**config.mk**
```make
export PLATFORM = sky130hd
export DESIGN_NAME = multi_channel_clk_divider
export DESIGN_NICKNAME = d
export VERILOG_FILES = /design/src/rtl/multi_channel_clk_divider.sv
export SDC_FILE = /design/constraint.sdc
export NUM_CORES = 1
export LEC_CHECK = 0
export BUFFER_PORTS_ARGS = -buffer_cell sky130_fd_sc_hd__buf_2
export CAP_MARGIN = 5
export CORE_MARGIN = 2
export CORE_UTILIZATION = 40
export DETAILED_ROUTE_END_ITERATION = 12
export GPL_TIMING_DRIVEN = 0
export PLACE_DENSITY_LB_ADDON = 0.08
export SLEW_MARGIN = 20
export SYNTH_ARGS = -nofsm -noshare
export SYNTH_HDL_FRONTEND = slang
export SYNTH_SLANG_ARGS = --single-unit
```
**constraint.sdc**
```tcl
create_clock -name clk -period 2.2 [get_ports clk]
set_clock_uncertainty 0.1 [all_clocks]
set_input_delay 0.22 -clock clk [delete_from_list [all_inputs] [get_ports clk]]
set_output_delay 0.22 -clock clk [all_outputs]
set_load 0.05 [all_outputs]
```
**src/rtl/multi_channel_clk_divider.sv**
```systemverilog
// NCH independent programmable dividers producing a 50%-duty clock or a one-cycle strobe.
// New divisor/mode settings are staged in a shadow and applied only at a period boundary.

module mcd_channel #(
    parameter int unsigned CW          = 26,
    parameter int unsigned DEFAULT_DIV = 59999999
) (
    input  logic          clk,
    input  logic          rst_n,
    input  logic          en,
    input  logic          wr_sel,
    input  logic [CW-1:0] wr_div,
    input  logic          wr_mode,
    output logic          clk_out,
    output logic          tick,
    output logic          pend
);
    logic [CW-1:0] count;
    logic [CW-1:0] div_act;
    logic [CW-1:0] div_sh;
    logic          mode_act;
    logic          mode_sh;
    logic          terminal;
    logic          apply;

    assign terminal = (count == div_act);
    // Toggle mode applies only on the falling edge so a full period always completes.
    assign apply    = pend && (!en || (terminal && (mode_act || clk_out)));

    always_ff @(posedge clk or negedge rst_n) begin
        if (!rst_n) begin
            count    <= '0;
            clk_out  <= 1'b0;
            tick     <= 1'b0;
            pend     <= 1'b0;
            div_act  <= CW'(DEFAULT_DIV);
            div_sh   <= CW'(DEFAULT_DIV);
            mode_act <= 1'b0;
            mode_sh  <= 1'b0;
        end else begin
            if (wr_sel) begin
                div_sh  <= wr_div;
                mode_sh <= wr_mode;
            end

            if (!en) begin
                count   <= '0;
                clk_out <= 1'b0;
                tick    <= 1'b0;
            end else if (terminal) begin
                count   <= '0;
                tick    <= 1'b1;
                clk_out <= mode_act ? 1'b1 : ~clk_out;
            end else begin
                count <= count + CW'(1);
                tick  <= 1'b0;
                if (mode_act)
                    clk_out <= 1'b0;
            end

            // Apply overrides the normal update; the old shadow is used even if a write lands now.
            if (apply) begin
                div_act  <= div_sh;
                mode_act <= mode_sh;
                count    <= '0;
                clk_out  <= 1'b0;
            end

            if (wr_sel)
                pend <= 1'b1;
            else if (apply)
                pend <= 1'b0;
        end
    end
endmodule

module multi_channel_clk_divider #(
    parameter int unsigned NCH         = 4,
    parameter int unsigned CW          = 26,
    parameter int unsigned DEFAULT_DIV = 59999999,
    localparam int unsigned CHW        = (NCH > 1) ? $clog2(NCH) : 1
) (
    input  logic           clk,
    input  logic           rst_n,
    input  logic [NCH-1:0] ch_en,
    input  logic           wr_en,
    input  logic [CHW-1:0] wr_ch,
    input  logic [CW-1:0]  wr_div,
    input  logic           wr_mode,
    output logic [NCH-1:0] clk_out,
    output logic [NCH-1:0] tick,
    output logic [NCH-1:0] pend
);
    logic [NCH-1:0] wr_sel;

    // Channel indices >= NCH never match any instance, so such writes are dropped.
    for (genvar i = 0; i < NCH; i++) begin : g_ch
        assign wr_sel[i] = wr_en && (wr_ch == CHW'(i));

        mcd_channel #(
            .CW          (CW),
            .DEFAULT_DIV (DEFAULT_DIV)
        ) u_ch (
            .clk     (clk),
            .rst_n   (rst_n),
            .en      (ch_en[i]),
            .wr_sel  (wr_sel[i]),
            .wr_div  (wr_div),
            .wr_mode (wr_mode),
            .clk_out (clk_out[i]),
            .tick    (tick[i]),
            .pend    (pend[i])
        );
    end
endmodule

```
======== Yosys cells after proc, flatten, opt, wreduce, memory -nomap -nowiden ========
Cells that the tools add are included.
storage, ports and cells
  register bits after elaboration ......... 332
  output and inout port bits .............. 12
  input bits .............................. 36
  word-level logic and storage cells ...... 128
operators by class
  equal/unequal tests ..................... 11
  bitwise gates (word level) .............. 4
  reduce and logical (&&, ||, !) cells .... 29
  add/sub/neg operators ................... 4
  mux-type cells .......................... 48
operators with widths
  operator                                                number
  two-way mux 26 bit                                      12
  adder 26 x 1 -> 26 bit (second input constant)          4
  == test 26 bit                                          4
  two-way mux 1 bit                                       36
  inequality test 4 x 1 -> 1 bit (second input constant)  4
  logical AND 1 bit                                       12
  logical OR 1 bit                                        8
  nonzero test 2 bit                                      4
  == test 2 bit (second input constant)                   2
  logical NOT 1 bit                                       4
  NOT 1 bit                                               4
  == test 2 x 1 -> 1 bit (second input constant)          1
  logical NOT 2 bit                                       1

======== Longest topological paths before layout ========
  word-level depth ........................ 6
  mapped depth ............................ 8
  depth with buffers taken out ............ 6

======== Cells and area by module ========
Synthesis repeated with hierarchy kept, for this count alone.
second synthesis, totals
  cell total of the unflattened synthesis .. 1192
  area, all modules ....................... 15412.3 µm²
modules (own cells, without submodules)
  module                     cells each  sequential area each (µm²)  times used  area each (µm²)
  mcd_channel                297         2119.5                      4           3843.7
  multi_channel_clk_divider  4           0.0                         1           37.5

======== Worst setup path before layout ========
OpenSTA, ideal clock, no wires.
  path kind ............................... register to register
  start ................................... register g_ch[3].u_ch.div_act[3]
  end ..................................... register g_ch[3].u_ch.div_act[11]
  setup slack ............................. -0.153 ns
  library setup time ...................... 0.127 ns
  arrival ................................. 2.126 ns
  stages on the path, launching flop included .. 8
  required time ........................... 1.973 ns
  path buffers ............................ 2
  period minus slack after synthesis ...... 2.353 ns
  cells stage by stage .................... dfstp_2 > xnor2_1 > nand4_1 > or4_1 > o32a_1 > buf_2 > buf_6 > mux2_1
on the way
  word-level cells in the longest chain between the ends .. 4
RTL lines
  element                 line  RTL
  start, declared         19    logic [CW-1:0] div_act;
  start signal, assigned  36    div_act <= CW'(DEFAULT_DIV);
  start signal, assigned  63    div_act <= div_sh;
  == test 26 bit          26    assign terminal = (count == div_act);
  logical AND 1 bit       28    assign apply = pend && (!en || (terminal && (mode_act || clk_out)));
  logical OR 1 bit        28
  logical AND 1 bit       28
Every way passes these cells.
A chain may end at the register's enable or synchronous reset.

======== Final worst setup path ========
  start ................................... register g_ch[0].u_ch.div_act[5]
  end ..................................... register g_ch[0].u_ch.div_act[18]
on the way
  word-level cells in the longest chain between the ends .. 4
RTL lines
  element                 line
  start, declared         19
  start signal, assigned  36
  start signal, assigned  63
  == test 26 bit          26
  logical AND 1 bit       28
  logical OR 1 bit        28
  logical AND 1 bit       28
Every way passes these cells.

==> reports/results.tsv <==
metric	value	unit
most used flip-flop cell after synthesis	dfrtp_1	
first-pass GRT wire length	57.57	mm
clk root buf	clkbuf_16	
Cell Int Power	14.02	mW
Switching Fraction	25.91	%
number of enable flip-flop cells after synthesis	0	
worst hold-check path type	input port to flop	
post-route minimum period	2484	ps
mapped cell area	0.01544	mm2
CTS tree	yes	
Iteration-0 DRC Markers	507	
DRC viols	0	
syn_area_per_cell	12.74	um2
die width	200.5	um
via total after detailed routing	9649	
pin count of the biggest net entering global routing	98	
CP Data Arrival Time	2790	ps
Slew headroom	46.45	%
initial core utilization	40.81	%
GRT Residual Overflow	0	
Warnings, synthesis	0	
worst skew pair latency	530	ps
Leak Pwr	8.423	nW
Post-DP HPWL	23.78	mm
initial antenna violation count	6	
Antenna Violating Nets Remaining	0	
final slew viol count	0	
vias per cell	4.999	
top cells by area, synth	dfrtp_1 32%, dfstp_2 23%, mux2_2 7.9%, xor2_1 6.0%, mux2_4 5.8%	
ys async rst share	100.0	%
Cell Area, Placed	0.01645	mm2
Syn Nets	1252	
post-route insts no fill	1930	
Nets	1426	
die height	200.5	um
row cnt	71	
Synth area leader	dfrtp_1	
number of instances in the synthesized netlist	1212	
layout cells sized above 1	43.36	%
CTS buffer count	38	
Clk pwr share	34.1	%
final worst path period share	112.9	%
most common cell after layout, fill and taps aside	dfrtp_1	
gpl congestion	0.8010	
Yosys reg bits	332	
Max Cap Viol	0	
Worst Setup End Kind	flop	
clock slew at reported path FFs	60	ps
GRT Overall Usage	18.43	%
Boundary Pins	48	
Final Hold Vio Count	0	
Setup WS post-layout	-283.8	ps
f_max	0.4026	GHz
Pre-antenna DRT Iters	4	
setup repair after global routing missed its margin	yes	
setup violators final	136	
CP Max Fanout	7	
fin area	0.01933	mm2
sw power	4.901	mW
wire per inst	19.06	um
Tot Pwr	18.92	mW
CTS sink cnt	332	
full die area	0.04019	mm2
pre-CTS setup slack	-621.1	ps
Placed Instances	1773	
area grow syn2layout	25.15	%
Crit Path Class	flop to flop	
vias in the first global route	9753	
top-area cell type share of the netlist area	31.76	%
Slew @ Worst Pin	803.2	ps
Seq pwr share	46.7	%
Buffers on Ports	47	
area of the core	0.03784	mm2
synth unique cells	44	
Worst Path Required	2510	ps
failing checks	setup timing	
Pwr Density	978.9	mW/mm2
combinational share of power	19.2	%
routed wire length	36.79	mm
status	finished with violations	
sequential area share after synthesis	54.90	%
CP startpoint kind	flop	
largest vdd supply drop	0.6977	mV
commonest cells after routing, fill and taps aside	190 x dfrtp_1, 136 x dfstp_2, 125 x nor2_1	
H-tree depth	2	
CTS Buffer Depth	3	
-- routing by layer --
layer | up-vias | GRT usage (%) | part of all wire, %
li1 | 4533 | - | -
met3 | 63 | 3.052 | 4.0
met1 | 4895 | 26.85 | 48
met4 | 4 | 5.265 | 2.3
met2 | 154 | 28.36 | 45
met5 | - | 0 | 0.079
-- worst paths after layout --
path / cells after the start / slack, ps / to / from
setup reg to reg: 7 / -280 / g_ch[0].u_ch.div_act[18] / g_ch[0].u_ch.div_act[5]
setup / recovery: 7 / -280 / g_ch[0].u_ch.div_act[18] / g_ch[0].u_ch.div_act[5]
max in group asynchronous: 3 / 850 / g_ch[1].u_ch.count[0] / rst_n
hold / removal: 2 / 5 / g_ch[2].u_ch.div_sh[18] / wr_div[18]
min in group asynchronous: 2 / 200 / g_ch[3].u_ch.div_sh[12] / rst_n
hold reg to reg: 1 / 380 / g_ch[3].u_ch.div_act[18] / g_ch[3].u_ch.div_sh[18]
-- worst max-delay path: stages (launching register included) --
cell and delay, ps:
dfstp_2 590, xor2_4 100, nor4_4 320, nand4_2 180, o41a_1 470, buf_6 180
buf_12 150, mux2_4 280
-- per-stage QoR --
step / hold slack [ps] / setup TNS, ps / utilization (%)
3_5_place_dp: 179.8 / -84600 / 43.46
4_1_cts: 11.80 / -20570 / 50.02
6_report: 5.297 / -26190 / 51.07
5_1_grt: 12.00 / -36800 / 51.05
3_3_place_gp: 359.1 / -1692290 / 43.22
2_1_floorplan: -175.6 / -4764 / -
-- power groups by stage --
stage | clock network [mW] | registers, mW | logic, mW
2_1_floorplan | 0 | 8.48 | 2.28
3_3_place_gp | 0 | 8.88 | 2.84
3_5_place_dp | 0 | 8.89 | 2.91
4_1_cts | 6.64 | 8.83 | 3.44
5_1_grt | 6.91 | 9.00 | 3.96
6_report | 6.45 | 8.83 | 3.64
-- flip-flops by register name (all words and copies together) (netlist names) --
register and cells:
g_ch.u_ch.div_sh 104, g_ch.u_ch.mode_sh 4, g_ch.u_ch.tick 4, g_ch.u_ch.count 104, g_ch.u_ch.mode_act 4, g_ch.u_ch.clk_out 4
g_ch.u_ch.div_act 104, g_ch.u_ch.pend 4
-- final cells by class --
cell class | count | area [um2]
Tap cell | 511 | 639.4
Antenna cell | 3 | 7.507
Multi-Input combinational cell | 794 | 6984
Inverter | 29 | 108.9
Fill cell | 3375 | 18520
Buffer | 52 | 513.0
Clock buffer | 65 | 1206
Sequential cell | 332 | 8486
Clock inverter | 5 | 75.07
Timing Repair Buffer | 139 | 1306
-- cell families after synthesis --
kind of cell    Yosys count  share of synthesized area [%]
compound gates           24                          1.329
xor+xnor                200                          11.34
fa+ha+maj                 4                         0.3241
buf+inv                  86                          3.006
flops                   332                          54.90
mux                     216                          17.21
simple gates            350                          11.89
-- repair_timing --
action,CTS,global route
pin swaps,29,25
endpoints found under the setup margin,215,210
gates resized for setup,113,58
buffers inserted,49,16
gates cloned,6,3
endpoints found under the hold margin,125,0
hold buffers,20,0
-- Yosys cell counts, types with 15 or more instances --
cell	instances
nor3_1	26
nor2_1	129
and4_1	15
nand3_1	40
nand2_1	37
nor4_1	30
inv_1	29
dfrtp_1	196
xnor2_1	94
dfstp_2	136
clkbuf_1	25
mux2_4	60
mux2_1	48
mux2_2	108
nand4_1	26
xor2_1	106
Note: power is estimated with default switching activity, not from simulation.
